--- config.mk ---
export PLATFORM = sky130hd
export DESIGN_NAME = interrupt_ctrl
export DESIGN_NICKNAME = d
export VERILOG_FILES = /design/src/rtl/irq_pkg.sv /design/src/rtl/irq_sync_edge.sv /design/src/rtl/interrupt_ctrl.sv
export SDC_FILE = /design/constraint.sdc
export NUM_CORES = 1
export LEC_CHECK = 0
export ABC_AREA = 0
export ABC_CLOCK_PERIOD_IN_PS = 5450
export CORE_MARGIN = 4
export CORE_UTILIZATION = 40
export DETAILED_ROUTE_END_ITERATION = 8
export MAX_ROUTING_LAYER = met4
export PLACE_DENSITY = 0.85
export SYNTH_ARGS = -nofsm -noshare
export SYNTH_HDL_FRONTEND = slang
export SYNTH_SLANG_ARGS = --single-unit
--- constraint.sdc ---
create_clock -name clk -period 5.45 [get_ports clk]
set_clock_uncertainty 0.15 [all_clocks]
set_input_delay 0.545 -clock clk [delete_from_list [all_inputs] [get_ports clk]]
set_output_delay 0.545 -clock clk [all_outputs]
set_load 0.1 [all_outputs]
--- src/rtl/irq_pkg.sv ---
// Shared types, constants and helpers for the interrupt/exception front-end.
package irq_pkg;

  typedef enum logic [1:0] {
    IDLE   = 2'd0,
    ENTER  = 2'd1,
    KERNEL = 2'd2
  } irq_state_t;

  localparam int         CAUSE_IRQ_BIT = 7;
  localparam logic [6:0] EXC_ILLEGAL   = 7'd0;

  // Index of the lowest set bit; 0 when the vector is empty.
  function automatic logic [6:0] lowest_set(input logic [31:0] vec);
    logic [6:0] idx;
    idx = '0;
    for (int i = 31; i >= 0; i--) begin
      if (vec[i]) idx = 7'(i);
    end
    return idx;
  endfunction

endpackage

--- src/rtl/irq_sync_edge.sv ---
// Two-flop synchroniser for one asynchronous level input, followed by a
// history flop that turns a synchronised low-to-high transition into a
// single-cycle pulse.
module irq_sync_edge (
  input  logic clk,
  input  logic reset,
  input  logic async_in,
  output logic rise
);

  logic sync1_d, sync1_q;
  logic sync2_d, sync2_q;
  logic hist_d,  hist_q;

  // Next values of the synchroniser chain.
  always_comb begin
    sync1_d = async_in;
    sync2_d = sync1_q;
    hist_d  = sync2_q;
  end

  // Synchroniser and history registers.
  // NOTE: non-blocking assignments in clocked blocks so every flop samples
  // the pre-edge value of its neighbour; blocking here would collapse the chain.
  always_ff @(posedge clk or posedge reset) begin
    if (reset) begin
      sync1_q <= 1'b0;
      sync2_q <= 1'b0;
      hist_q  <= 1'b0;
    end else begin
      sync1_q <= sync1_d;
      sync2_q <= sync2_d;
      hist_q  <= hist_d;
    end
  end

  assign rise = sync2_q & ~hist_q;

endmodule

--- src/rtl/interrupt_ctrl.sv ---
// Interrupt and exception front-end: synchronises peripheral lines, keeps a
// maskable pending register, arbitrates against illegal-instruction
// exceptions and records EPC/cause once per kernel visit.
module interrupt_ctrl
  import irq_pkg::*;
#(
  parameter int NUM_IRQ = 4,
  parameter int DATA_W  = 32
) (
  input  logic               clk,
  input  logic               reset,
  input  logic [NUM_IRQ-1:0] irq_src,
  input  logic               en_wr,
  input  logic [NUM_IRQ-1:0] en_wdata,
  input  logic               pend_clr,
  input  logic [NUM_IRQ-1:0] pend_clr_mask,
  input  logic               pc31,
  input  logic               instr_valid,
  input  logic               illegal,
  input  logic [DATA_W-1:0]  pc,
  output logic               irq,
  output logic [7:0]         cause,
  output logic [DATA_W-1:0]  epc,
  output logic [NUM_IRQ-1:0] pending,
  output logic [NUM_IRQ-1:0] enable,
  output logic               in_service
);

  logic [NUM_IRQ-1:0] rise;
  logic [NUM_IRQ-1:0] active;
  logic [NUM_IRQ-1:0] win_onehot;
  logic [31:0]        active_ext;
  logic [6:0]         win_idx;
  logic               irq_w;
  logic               int_take;
  logic               exc_take;

  logic [NUM_IRQ-1:0] pend_d, pend_q;
  logic [NUM_IRQ-1:0] en_d,   en_q;
  irq_state_t         state_d, state_q;
  logic [7:0]         cause_d, cause_q;
  logic [DATA_W-1:0]  epc_d,   epc_q;

  // One synchroniser/edge detector per source.
  for (genvar i = 0; i < NUM_IRQ; i++) begin : g_sync
    irq_sync_edge u_sync (
      .clk      (clk),
      .reset    (reset),
      .async_in (irq_src[i]),
      .rise     (rise[i])
    );
  end

  // Arbitration: lowest enabled pending source wins; interrupt beats exception.
  always_comb begin
    active     = pend_q & en_q;
    win_onehot = active & (-active);
    active_ext = '0;
    active_ext[NUM_IRQ-1:0] = active;
    win_idx    = lowest_set(active_ext);
    irq_w      = (state_q == IDLE) & ~pc31 & (|active);
    int_take   = irq_w & instr_valid;
    exc_take   = (state_q == IDLE) & ~irq_w & illegal & ~pc31 & instr_valid;
  end

  // Pending/enable update: clear, then new edges (set wins), then the taken
  // winner is retired, which overrides a same-cycle edge on that bit.
  // NOTE: every always_comb output starts from a default so no path leaves
  // it unassigned, which would otherwise infer a latch.
  always_comb begin
    en_d   = en_wr ? en_wdata : en_q;
    pend_d = pend_q;
    if (pend_clr) pend_d = pend_d & ~pend_clr_mask;
    pend_d = pend_d | rise;
    if (int_take) pend_d = pend_d & ~win_onehot;
  end

  // Kernel-visit state machine: one take per visit, exit on return to user PC.
  always_comb begin
    state_d = state_q;
    unique case (state_q)
      IDLE:    if (int_take || exc_take) state_d = ENTER;
      ENTER:   if (pc31)                 state_d = KERNEL;
      KERNEL:  if (!pc31)                state_d = IDLE;
      default:                           state_d = IDLE;
    endcase
  end

  // EPC/cause capture on a take; held otherwise.
  always_comb begin
    epc_d   = epc_q;
    cause_d = cause_q;
    if (int_take) begin
      epc_d   = pc;
      cause_d = '0;
      cause_d[CAUSE_IRQ_BIT]   = 1'b1;
      cause_d[6:0]             = win_idx;
    end else if (exc_take) begin
      epc_d   = pc;
      cause_d = {1'b0, EXC_ILLEGAL};
    end
  end

  // Architectural registers.
  always_ff @(posedge clk or posedge reset) begin
    if (reset) begin
      pend_q  <= '0;
      en_q    <= '0;
      state_q <= IDLE;
      cause_q <= '0;
      epc_q   <= '0;
    end else begin
      pend_q  <= pend_d;
      en_q    <= en_d;
      state_q <= state_d;
      cause_q <= cause_d;
      epc_q   <= epc_d;
    end
  end

  assign irq        = irq_w;
  assign cause      = cause_q;
  assign epc        = epc_q;
  assign pending    = pend_q;
  assign enable     = en_q;
  assign in_service = (state_q != IDLE);

endmodule

==> flow_summary.html, run 1 <==
<table>
<tr><th>Metric</th><th>Value</th></tr>
<tr><th colspan="2">CTS</th></tr>
<tr><td>Post-CTS setup buffers</td><td>0</td></tr>
<tr><td>Maximum clock path buffer count</td><td>2</td></tr>
<tr><td>Number of buffers created by CTS</td><td>9</td></tr>
<tr><td>Register clock-pin slew on the reported worst setup and hold paths</td><td>60 ps</td></tr>
<tr><td>Clock tree sinks</td><td>57</td></tr>
<tr><td>Root Buffer Master</td><td>clkbuf_8</td></tr>
<tr><td>Worst-skew pair later-pin latency</td><td>320 ps</td></tr>
<tr><td># resized after CTS</td><td>0</td></tr>
<tr><td>CTS tree</td><td>done</td></tr>
<tr><td>CTS H-Tree Depth</td><td>3</td></tr>
<tr><td>Number of hold buffers added after CTS</td><td>0</td></tr>
<tr><th colspan="2">Worst setup path</th></tr>
<tr><td>Crit path max fanout</td><td>4</td></tr>
<tr><td>Critical-path cell with the highest stage delay</td><td>clkdlybuf4s50_1</td></tr>
<tr><td>Element type at the critical path end</td><td>output port</td></tr>
<tr><td>Sequence of cells on the critical path</td><td>or2_2 -&gt; a211oi_1 -&gt; clkdlybuf4s50_1</td></tr>
<tr><td>Slowest stage delay, CP</td><td>1160 ps</td></tr>
<tr><td>Crit start category</td><td>flop</td></tr>
<tr><td>Beginning of the critical path</td><td>state_q[1]</td></tr>
<tr><td>Data arrival time of the worst path</td><td>2450 ps</td></tr>
<tr><td>Kind of cell with the highest combined delay on the critical path</td><td>buffers and inverters</td></tr>
<tr><td>Origin of the critical flop-to-flop path</td><td>pending[2]</td></tr>
<tr><td>Critical Path RT</td><td>4760 ps</td></tr>
<tr><td>Count of buffer and inverter cells on the critical path</td><td>1</td></tr>
<tr><td>Setup CP Type</td><td>reg -&gt; out</td></tr>
<tr><th colspan="2">Yosys</th></tr>
<tr><td>Async S/R FF share, synth</td><td>1.000</td></tr>
<tr><td>Dominant cell type by area after synthesis</td><td>dfrtp_1</td></tr>
<tr><td>Most used flip-flop cell after synthesis</td><td>dfrtp_1</td></tr>
<tr><td>Cell variety after synth</td><td>24</td></tr>
<tr><td>Yosys top cell area share</td><td>0.6253</td></tr>
<tr><td>Post-Synth Adder-Cell Area</td><td>0</td></tr>
<tr><td>Number of enable-type register cells in the synthesized netlist</td><td>0</td></tr>
<tr><td>Top cells by instance count after synthesis</td><td>57 x dfrtp_1, 27 x mux2_4, 10 x nand2_1</td></tr>
<tr><td>Most area-consuming cells after synthesis</td><td>dfrtp_1 63%, mux2_4 18%, mux2_2 4.4%</td></tr>
<tr><td>Library cell with the highest instance count after synthesis</td><td>dfrtp_1</td></tr>
<tr><td>Sequential share of the synthesized area</td><td>0.6253</td></tr>
<tr><td>Xor-xnor portion of the synthesized cell area</td><td>0.003840</td></tr>
<tr><td>Post-synthesis compound-gate area fraction</td><td>0.06583</td></tr>
<tr><td>Multiplexer share of the synthesized area</td><td>0.2222</td></tr>
<tr><td>Dominant combinational cell family by area after synthesis</td><td>multiplexers</td></tr>
<tr><td>Synthesis Warnings</td><td>0</td></tr>
<tr><td>Average cell area after synthesis</td><td>16.18 sq um</td></tr>
<tr><td>Simple-gate portion of the synthesized area</td><td>0.04827</td></tr>
<tr><td>Synth Cell Area</td><td>2281 sq um</td></tr>
<tr><td>Synthesized instance count</td><td>141</td></tr>
<tr><td>Register bit count reported by yosys</td><td>57</td></tr>
<tr><th colspan="2">Floorplanning</th></tr>
<tr><td>Effective utilization at floorplan</td><td>0.4142</td></tr>
<tr><td>DIE WIDTH</td><td>83.52 um</td></tr>
<tr><td>Standard-cell rows</td><td>27</td></tr>
<tr><td>DIE HEIGHT</td><td>83.52 um</td></tr>
<tr><td>Die Outline Area</td><td>6975 sq um</td></tr>
<tr><td>Ports</td><td>101</td></tr>
<tr><td>Core Area</td><td>5507 sq um</td></tr>
<tr><th colspan="2">Placed design</th></tr>
<tr><td>Final weighted congestion in routability-driven placement</td><td>0.8158</td></tr>
<tr><td>Instance count after placement with tap cells included</td><td>306</td></tr>
<tr><td>I/O Buffers</td><td>95</td></tr>
<tr><td>Detailed placer's ending HPWL</td><td>3482 um</td></tr>
<tr><td>Worst slack at placement</td><td>2342 ps</td></tr>
<tr><th colspan="2">Run</th></tr>
<tr><td>Number of max-cap violations</td><td>0</td></tr>
<tr><th colspan="2">Finish</th></tr>
<tr><td>Area taken by flip-flops and latches</td><td>1426 sq um</td></tr>
<tr><td>Ratio of cells with drive above 1 in the final layout</td><td>0.2360</td></tr>
<tr><td>Number of diodes</td><td>0</td></tr>
<tr><td>Total number of nets in the final design</td><td>296</td></tr>
<tr><td>Final std cells w/o fill</td><td>322</td></tr>
<tr><td>Area overhead of the layout relative to synthesis</td><td>54.53%</td></tr>
<tr><td>Layout fillers</td><td>419</td></tr>
<tr><td>Multi-input combinational cell area</td><td>794.5 sq um</td></tr>
<tr><th colspan="2">Detailed routing</th></tr>
<tr><td>Count of routing violations after the opening detailed-route iteration</td><td>75</td></tr>
<tr><td>DRT Pass-1 Iters</td><td>4</td></tr>
<tr><td>Total Wirelength</td><td>4847 um</td></tr>
<tr><td>ANT nets after route</td><td>0</td></tr>
<tr><td>DRC violations left</td><td>0</td></tr>
<tr><td>Routed WL per cell</td><td>15.05 um</td></tr>
<tr><td>Routed vias</td><td>1500</td></tr>
<tr><td>Number of vias per cell</td><td>4.658</td></tr>
<tr><th colspan="2">STA</th></tr>
<tr><td>Share of the cycle needed by the critical path after routing</td><td>0.5769</td></tr>
<tr><td>Measured slew at the worst slew-check pin</td><td>996.0 ps</td></tr>
<tr><td>Slew margin rel.</td><td>0.3339</td></tr>
<tr><td>Minimum setup slack in the final design</td><td>2306 ps</td></tr>
<tr><td>RSZ-0062 raised after global routing</td><td>no</td></tr>
<tr><td>Final worst path period need</td><td>3144 ps</td></tr>
<tr><td>Final-report max-slew violation count</td><td>0</td></tr>
<tr><td>Final hold slack</td><td>198.4 ps</td></tr>
<tr><td>Hold Fails Final Rpt</td><td>0</td></tr>
<tr><td>Achievable frequency</td><td>318.1 MHz</td></tr>
<tr><td>Total Neg Setup Slack</td><td>0 ps</td></tr>
<tr><td>Final setup fails</td><td>0</td></tr>
<tr><th colspan="2">Min path</th></tr>
<tr><td>Startpoint of the tightest hold check path</td><td>g_sync[0].u_sync.sync1_q</td></tr>
<tr><td>Worst hold-check path type</td><td>reg -&gt; reg</td></tr>
<tr><th colspan="2">Global route</th></tr>
<tr><td>Global-route wire length before repair</td><td>8066 um</td></tr>
<tr><td>Largest net degree at the start of global routing</td><td>58</td></tr>
<tr><td>Global router's overall resource usage</td><td>0.1513</td></tr>
<tr><td>Vias in the first global route</td><td>1614</td></tr>
<tr><td>Overflow after GRT</td><td>0</td></tr>
<tr><td>Antenna violations before repair</td><td>0</td></tr>
<tr><th colspan="2">Outcome</th></tr>
<tr><td>Outcome</td><td>completed</td></tr>
</table>
==> stage by stage <==
step | utilization | area, sq um
after floorplan | - | 2296
after global placement | 0.5958 | 3281
after detailed placement | 0.5958 | 3281
after CTS | 0.6401 | 3525
after global routing | 0.6401 | 3525
final | 0.6401 | 3525
==> path summary, 6_finish.rpt <==
check,cells after the start,to,slack [ps]
hold reg to reg,0,g_sync[0].u_sync.hist_d,200
hold / removal,0,g_sync[0].u_sync.hist_d,200
setup reg to reg,4,epc[9],2780
max in group asynchronous,3,epc[19],4100
min in group asynchronous,3,epc[0],580
setup / recovery,3,irq,2310
==> area by class of cell <==
class / instances / share of cell area
Tap cell: 72 / 0.02556
Clock buffer: 11 / 0.04011
Sequential cell: 57 / 0.4047
Timing Repair Buffer: 97 / 0.2741
Inverter: 1 / 0.001065
Clock inverter: 5 / 0.02911
Multi-Input combinational cell: 79 / 0.2254
==> logic make-up (layout without fill, tap and decap cells) <==
logic type / Yosys count / count (layout)
simple gates: 19 / 19
other cells: 1 / 5
flops: 57 / 57
mux: 36 / 36
xor+xnor: 1 / 1
compound gates: 18 / 18
buf+inv: 9 / 114
==> registers in the layout (all words and copies together), names as in the netlist <==
| signal | cells |
|---|---|
| cause | 3 |
| g_sync.u_sync.sync1_q | 4 |
| g_sync.u_sync.hist_q | 4 |
| epc | 32 |
| state_q | 2 |
| enable | 4 |
| pending | 4 |
| g_sync.u_sync.hist_d | 4 |
==> worst register-to-register path, stage by stage, from the launching register on <==
cell     delay [ps]
dfrtp_1         440
a22o_1          300
o31ai_4         780
buf_4           490
mux2_2          400
==> placed cells by master (no fill, tap or decap), types with 2 or more instances in the layout <==
master / Yosys / layout
clkdlybuf4s50_1: 0 / 95
dfrtp_1: 57 / 57
mux2_4: 27 / 27
nand2_1: 10 / 10
clkbuf_8: 0 / 10
mux2_2: 9 / 9
conb_1: 1 / 5
nor2b_1: 4 / 4
a21oi_1: 4 / 4
a22o_1: 3 / 3
bufinv_16: 0 / 3
a22oi_1: 2 / 2
a41oi_1: 2 / 2
a31oi_1: 2 / 2
a32o_1: 2 / 2
buf_4: 5 / 2
==> layer usage <==
layer / track usage / share of wire / vias up
met5: - / 0 / -
met4: 0.07018 / 0.0089 / 0
met3: 0.04442 / 0.073 / 5
met2: 0.2238 / 0.48 / 61
met1: 0.1927 / 0.43 / 734
li1: - / - / 700
Power of run 1 is not shown: default switching activity piles up to over one toggle a cycle in this logic, so the estimate is an artifact.
==> run 2, diff against run 1 <==
--- a/config.mk
+++ b/config.mk
@@ -6,7 +6,7 @@
 export NUM_CORES = 1
 export LEC_CHECK = 0
 export ABC_AREA = 0
-export ABC_CLOCK_PERIOD_IN_PS = 5450
+export ABC_CLOCK_PERIOD_IN_PS = 3000
 export CORE_MARGIN = 4
 export CORE_UTILIZATION = 40
 export DETAILED_ROUTE_END_ITERATION = 8
==> constraint.sdc (replaced) <==
create_clock -name clk -period 3 [get_ports clk]
set_clock_uncertainty 0.15 [all_clocks]
set_input_delay 0.3 -clock clk [delete_from_list [all_inputs] [get_ports clk]]
set_output_delay 0.3 -clock clk [all_outputs]
set_load 0.1 [all_outputs]
==> run 2 against run 1 <==
Net effect: final area decreased by 2.3%; core utilization down 1.5 points; first-iteration DRC count decreased by 12%; die area is the same; sequential share of layout area grew 0.94 points; worst hold slack worse by 160 ps; setup slack lost 1800 ps; sequential cell count is the same; via count decreased by 0.33%; critical path depth grew 1; global-route usage down 0.69 points.
==> flow_summary.html, run 2 (synthesis results as in run 1) <==
<table>
<tr><th>Metric</th><th>Value</th></tr>
<tr><th colspan="2">Global route</th></tr>
<tr><td>Global-route wire length before repair</td><td>7872 um (-2.4%)</td></tr>
<tr><td>Global router's overall resource usage</td><td>0.1444 (-0.006891)</td></tr>
<tr><td>Overflow after GRT</td><td>0 (unchanged)</td></tr>
<tr><td>Largest net degree at the start of global routing</td><td>50 (-14%)</td></tr>
<tr><td>Vias in the first global route</td><td>1562 (-3.2%)</td></tr>
<tr><td>Antenna violations before repair</td><td>0 (unchanged)</td></tr>
<tr><th colspan="2">CTS</th></tr>
<tr><td># resized after CTS</td><td>0 (unchanged)</td></tr>
<tr><td>CTS tree</td><td>done</td></tr>
<tr><td>Worst-skew pair later-pin latency</td><td>320 ps (about the same)</td></tr>
<tr><td>Post-CTS setup buffers</td><td>0 (unchanged)</td></tr>
<tr><td>Maximum clock path buffer count</td><td>2 (unchanged)</td></tr>
<tr><td>Register clock-pin slew on the reported worst setup and hold paths</td><td>60 ps (about the same)</td></tr>
<tr><td>Clock tree sinks</td><td>57 (unchanged)</td></tr>
<tr><td>CTS H-Tree Depth</td><td>3 (unchanged)</td></tr>
<tr><td>Number of hold buffers added after CTS</td><td>0 (unchanged)</td></tr>
<tr><td>Number of buffers created by CTS</td><td>9 (unchanged)</td></tr>
<tr><td>Root Buffer Master</td><td>clkbuf_8</td></tr>
<tr><th colspan="2">Worst setup path</th></tr>
<tr><td>Element type at the critical path end</td><td>flop</td></tr>
<tr><td>Setup CP Type</td><td>reg -&gt; reg</td></tr>
<tr><td>Data arrival time of the worst path</td><td>2600 ps (+150 ps)</td></tr>
<tr><td>Slowest stage delay, CP</td><td>920 ps (-240 ps)</td></tr>
<tr><td>Beginning of the critical path</td><td>pending[2]</td></tr>
<tr><td>Origin of the critical flop-to-flop path</td><td>pending[2]</td></tr>
<tr><td>Critical-path cell with the highest stage delay</td><td>o31ai_4</td></tr>
<tr><td>Kind of cell with the highest combined delay on the critical path</td><td>compound AO/OA/AOI/OAI gates</td></tr>
<tr><td>Crit start category</td><td>flop</td></tr>
<tr><td>Count of buffer and inverter cells on the critical path</td><td>1 (unchanged)</td></tr>
<tr><td>Crit path max fanout</td><td>20 (+16)</td></tr>
<tr><td>Critical Path RT</td><td>3050 ps (-1710 ps)</td></tr>
<tr><td>Worst R2R Setup Slack</td><td>460 ps (-2320 ps)</td></tr>
<tr><td>Sequence of cells on the critical path</td><td>a22o_1 -&gt; o31ai_4 -&gt; buf_12 -&gt; mux2_2</td></tr>
<tr><th colspan="2">Outcome</th></tr>
<tr><td>Outcome</td><td>completed</td></tr>
<tr><th colspan="2">STA</th></tr>
<tr><td>Hold Fails Final Rpt</td><td>0 (unchanged)</td></tr>
<tr><td>Total Neg Setup Slack</td><td>0 ps (unchanged)</td></tr>
<tr><td>Measured slew at the worst slew-check pin</td><td>1102 ps (+105.6 ps)</td></tr>
<tr><td>RSZ-0062 raised after global routing</td><td>no</td></tr>
<tr><td>Share of the cycle needed by the critical path after routing</td><td>0.8480</td></tr>
<tr><td>Final worst path period need</td><td>2544 ps</td></tr>
<tr><td>Final setup fails</td><td>0 (unchanged)</td></tr>
<tr><td>Final-report max-slew violation count</td><td>0 (unchanged)</td></tr>
<tr><td>Achievable frequency</td><td>393.1 MHz</td></tr>
<tr><td>Minimum setup slack in the final design</td><td>455.9 ps (-1850 ps)</td></tr>
<tr><td>Slew margin rel.</td><td>0.2656 (-0.06831)</td></tr>
<tr><th colspan="2">Detailed routing</th></tr>
<tr><td>DRC violations left</td><td>0 (unchanged)</td></tr>
<tr><td>ANT nets after route</td><td>0 (unchanged)</td></tr>
<tr><td>Number of vias per cell</td><td>4.628 (-0.64%)</td></tr>
<tr><td>DRT Pass-1 Iters</td><td>2 (-2)</td></tr>
<tr><td>Routed WL per cell</td><td>14.36 um (-4.6%)</td></tr>
<tr><td>Count of routing violations after the opening detailed-route iteration</td><td>66 (-12%)</td></tr>
<tr><td>Routed vias</td><td>1495 (-0.33%)</td></tr>
<tr><td>Total Wirelength</td><td>4638 um (-4.3%)</td></tr>
<tr><th colspan="2">Placed design</th></tr>
<tr><td>I/O Buffers</td><td>95 (unchanged)</td></tr>
<tr><td>Final weighted congestion in routability-driven placement</td><td>0.7970 (-2.3%)</td></tr>
<tr><td>Detailed placer's ending HPWL</td><td>3474 um (-0.23%)</td></tr>
<tr><td>Worst slack at placement</td><td>316.0 ps (-2026 ps)</td></tr>
<tr><td>Instance count after placement with tap cells included</td><td>307 (+0.33%)</td></tr>
<tr><th colspan="2">Finish</th></tr>
<tr><td>Layout fillers</td><td>426 (+1.7%)</td></tr>
<tr><td>Max FFs per register</td><td>32 (unchanged)</td></tr>
<tr><td>Area overhead of the layout relative to synthesis</td><td>51.01%</td></tr>
<tr><td>Multi-input combinational cell area</td><td>807.0 sq um (+1.6%)</td></tr>
<tr><td>Leading cell type in the layout, fill and taps excluded</td><td>dfrtp_1</td></tr>
<tr><td>Final std cells w/o fill</td><td>323 (+0.31%)</td></tr>
<tr><td>Commonest cells after routing, fill and taps aside</td><td>57 x dfrtp_1, 50 x clkdlybuf4s50_1, 47 x buf_4</td></tr>
<tr><td>Number of diodes</td><td>0 (unchanged)</td></tr>
<tr><td>Ratio of cells with drive above 1 in the final layout</td><td>0.4223 (+0.1863)</td></tr>
<tr><td>Area taken by flip-flops and latches</td><td>1426 sq um (unchanged)</td></tr>
<tr><td>Total number of nets in the final design</td><td>297 (+0.34%)</td></tr>
<tr><th colspan="2">Floorplanning</th></tr>
<tr><td>DIE WIDTH</td><td>83.52 um (unchanged)</td></tr>
<tr><td>Die Outline Area</td><td>6975 sq um (unchanged)</td></tr>
<tr><td>Standard-cell rows</td><td>27 (unchanged)</td></tr>
<tr><td>DIE HEIGHT</td><td>83.52 um (unchanged)</td></tr>
<tr><td>Effective utilization at floorplan</td><td>0.4142 (unchanged)</td></tr>
<tr><td>Ports</td><td>101 (unchanged)</td></tr>
<tr><td>Core Area</td><td>5507 sq um (unchanged)</td></tr>
<tr><th colspan="2">Min path</th></tr>
<tr><td>Worst hold-check path type</td><td>in -&gt; async</td></tr>
<tr><th colspan="2">Run</th></tr>
<tr><td>Number of max-cap violations</td><td>0 (unchanged)</td></tr>
</table>
==> run 2: layer usage <==
| metal | global-route usage | routed length, um |
|---|---|---|
| met4 | 0.05702 | 59 |
| met2 | 0.2012 | 2111 |
| met1 | 0.1885 | 2084 |
| met3 | 0.05824 | 382 |
| met5 | - | 0 |
==> run 2: path summary, 6_finish.rpt <==
kind | endpoint | depth (start not counted)
max | epc[9] | 4
min | pending[3] | 2
max reg2reg | epc[9] | 4
min reg2reg | g_sync[3].u_sync.hist_d | 0
max in group asynchronous | epc[8] | 3
min in group clk | g_sync[3].u_sync.hist_d | 0
==> run 2: final cells by class <==
cell class                 instances  share of cell area
sequential                        57              0.4141
clock inverter                     5             0.02979
multi-input combinational         79              0.2343
clock buffer                      11             0.04105
timing repair buffer              98              0.2535
tap                               72             0.02615
inverter                           1            0.001090
==> run 2: stage by stage <==
stage	hold slack [ps]	util	cell area (sq um)
after CTS	23.49	0.6255	3445
after floorplan	181.2	-	2308
after detailed placement	187.1	0.5812	3201
after global placement	181.6	0.5812	3201
after global routing	38.50	0.6255	3445
final	35.12	0.6255	3445
Power of run 2 is left out for the same reason.
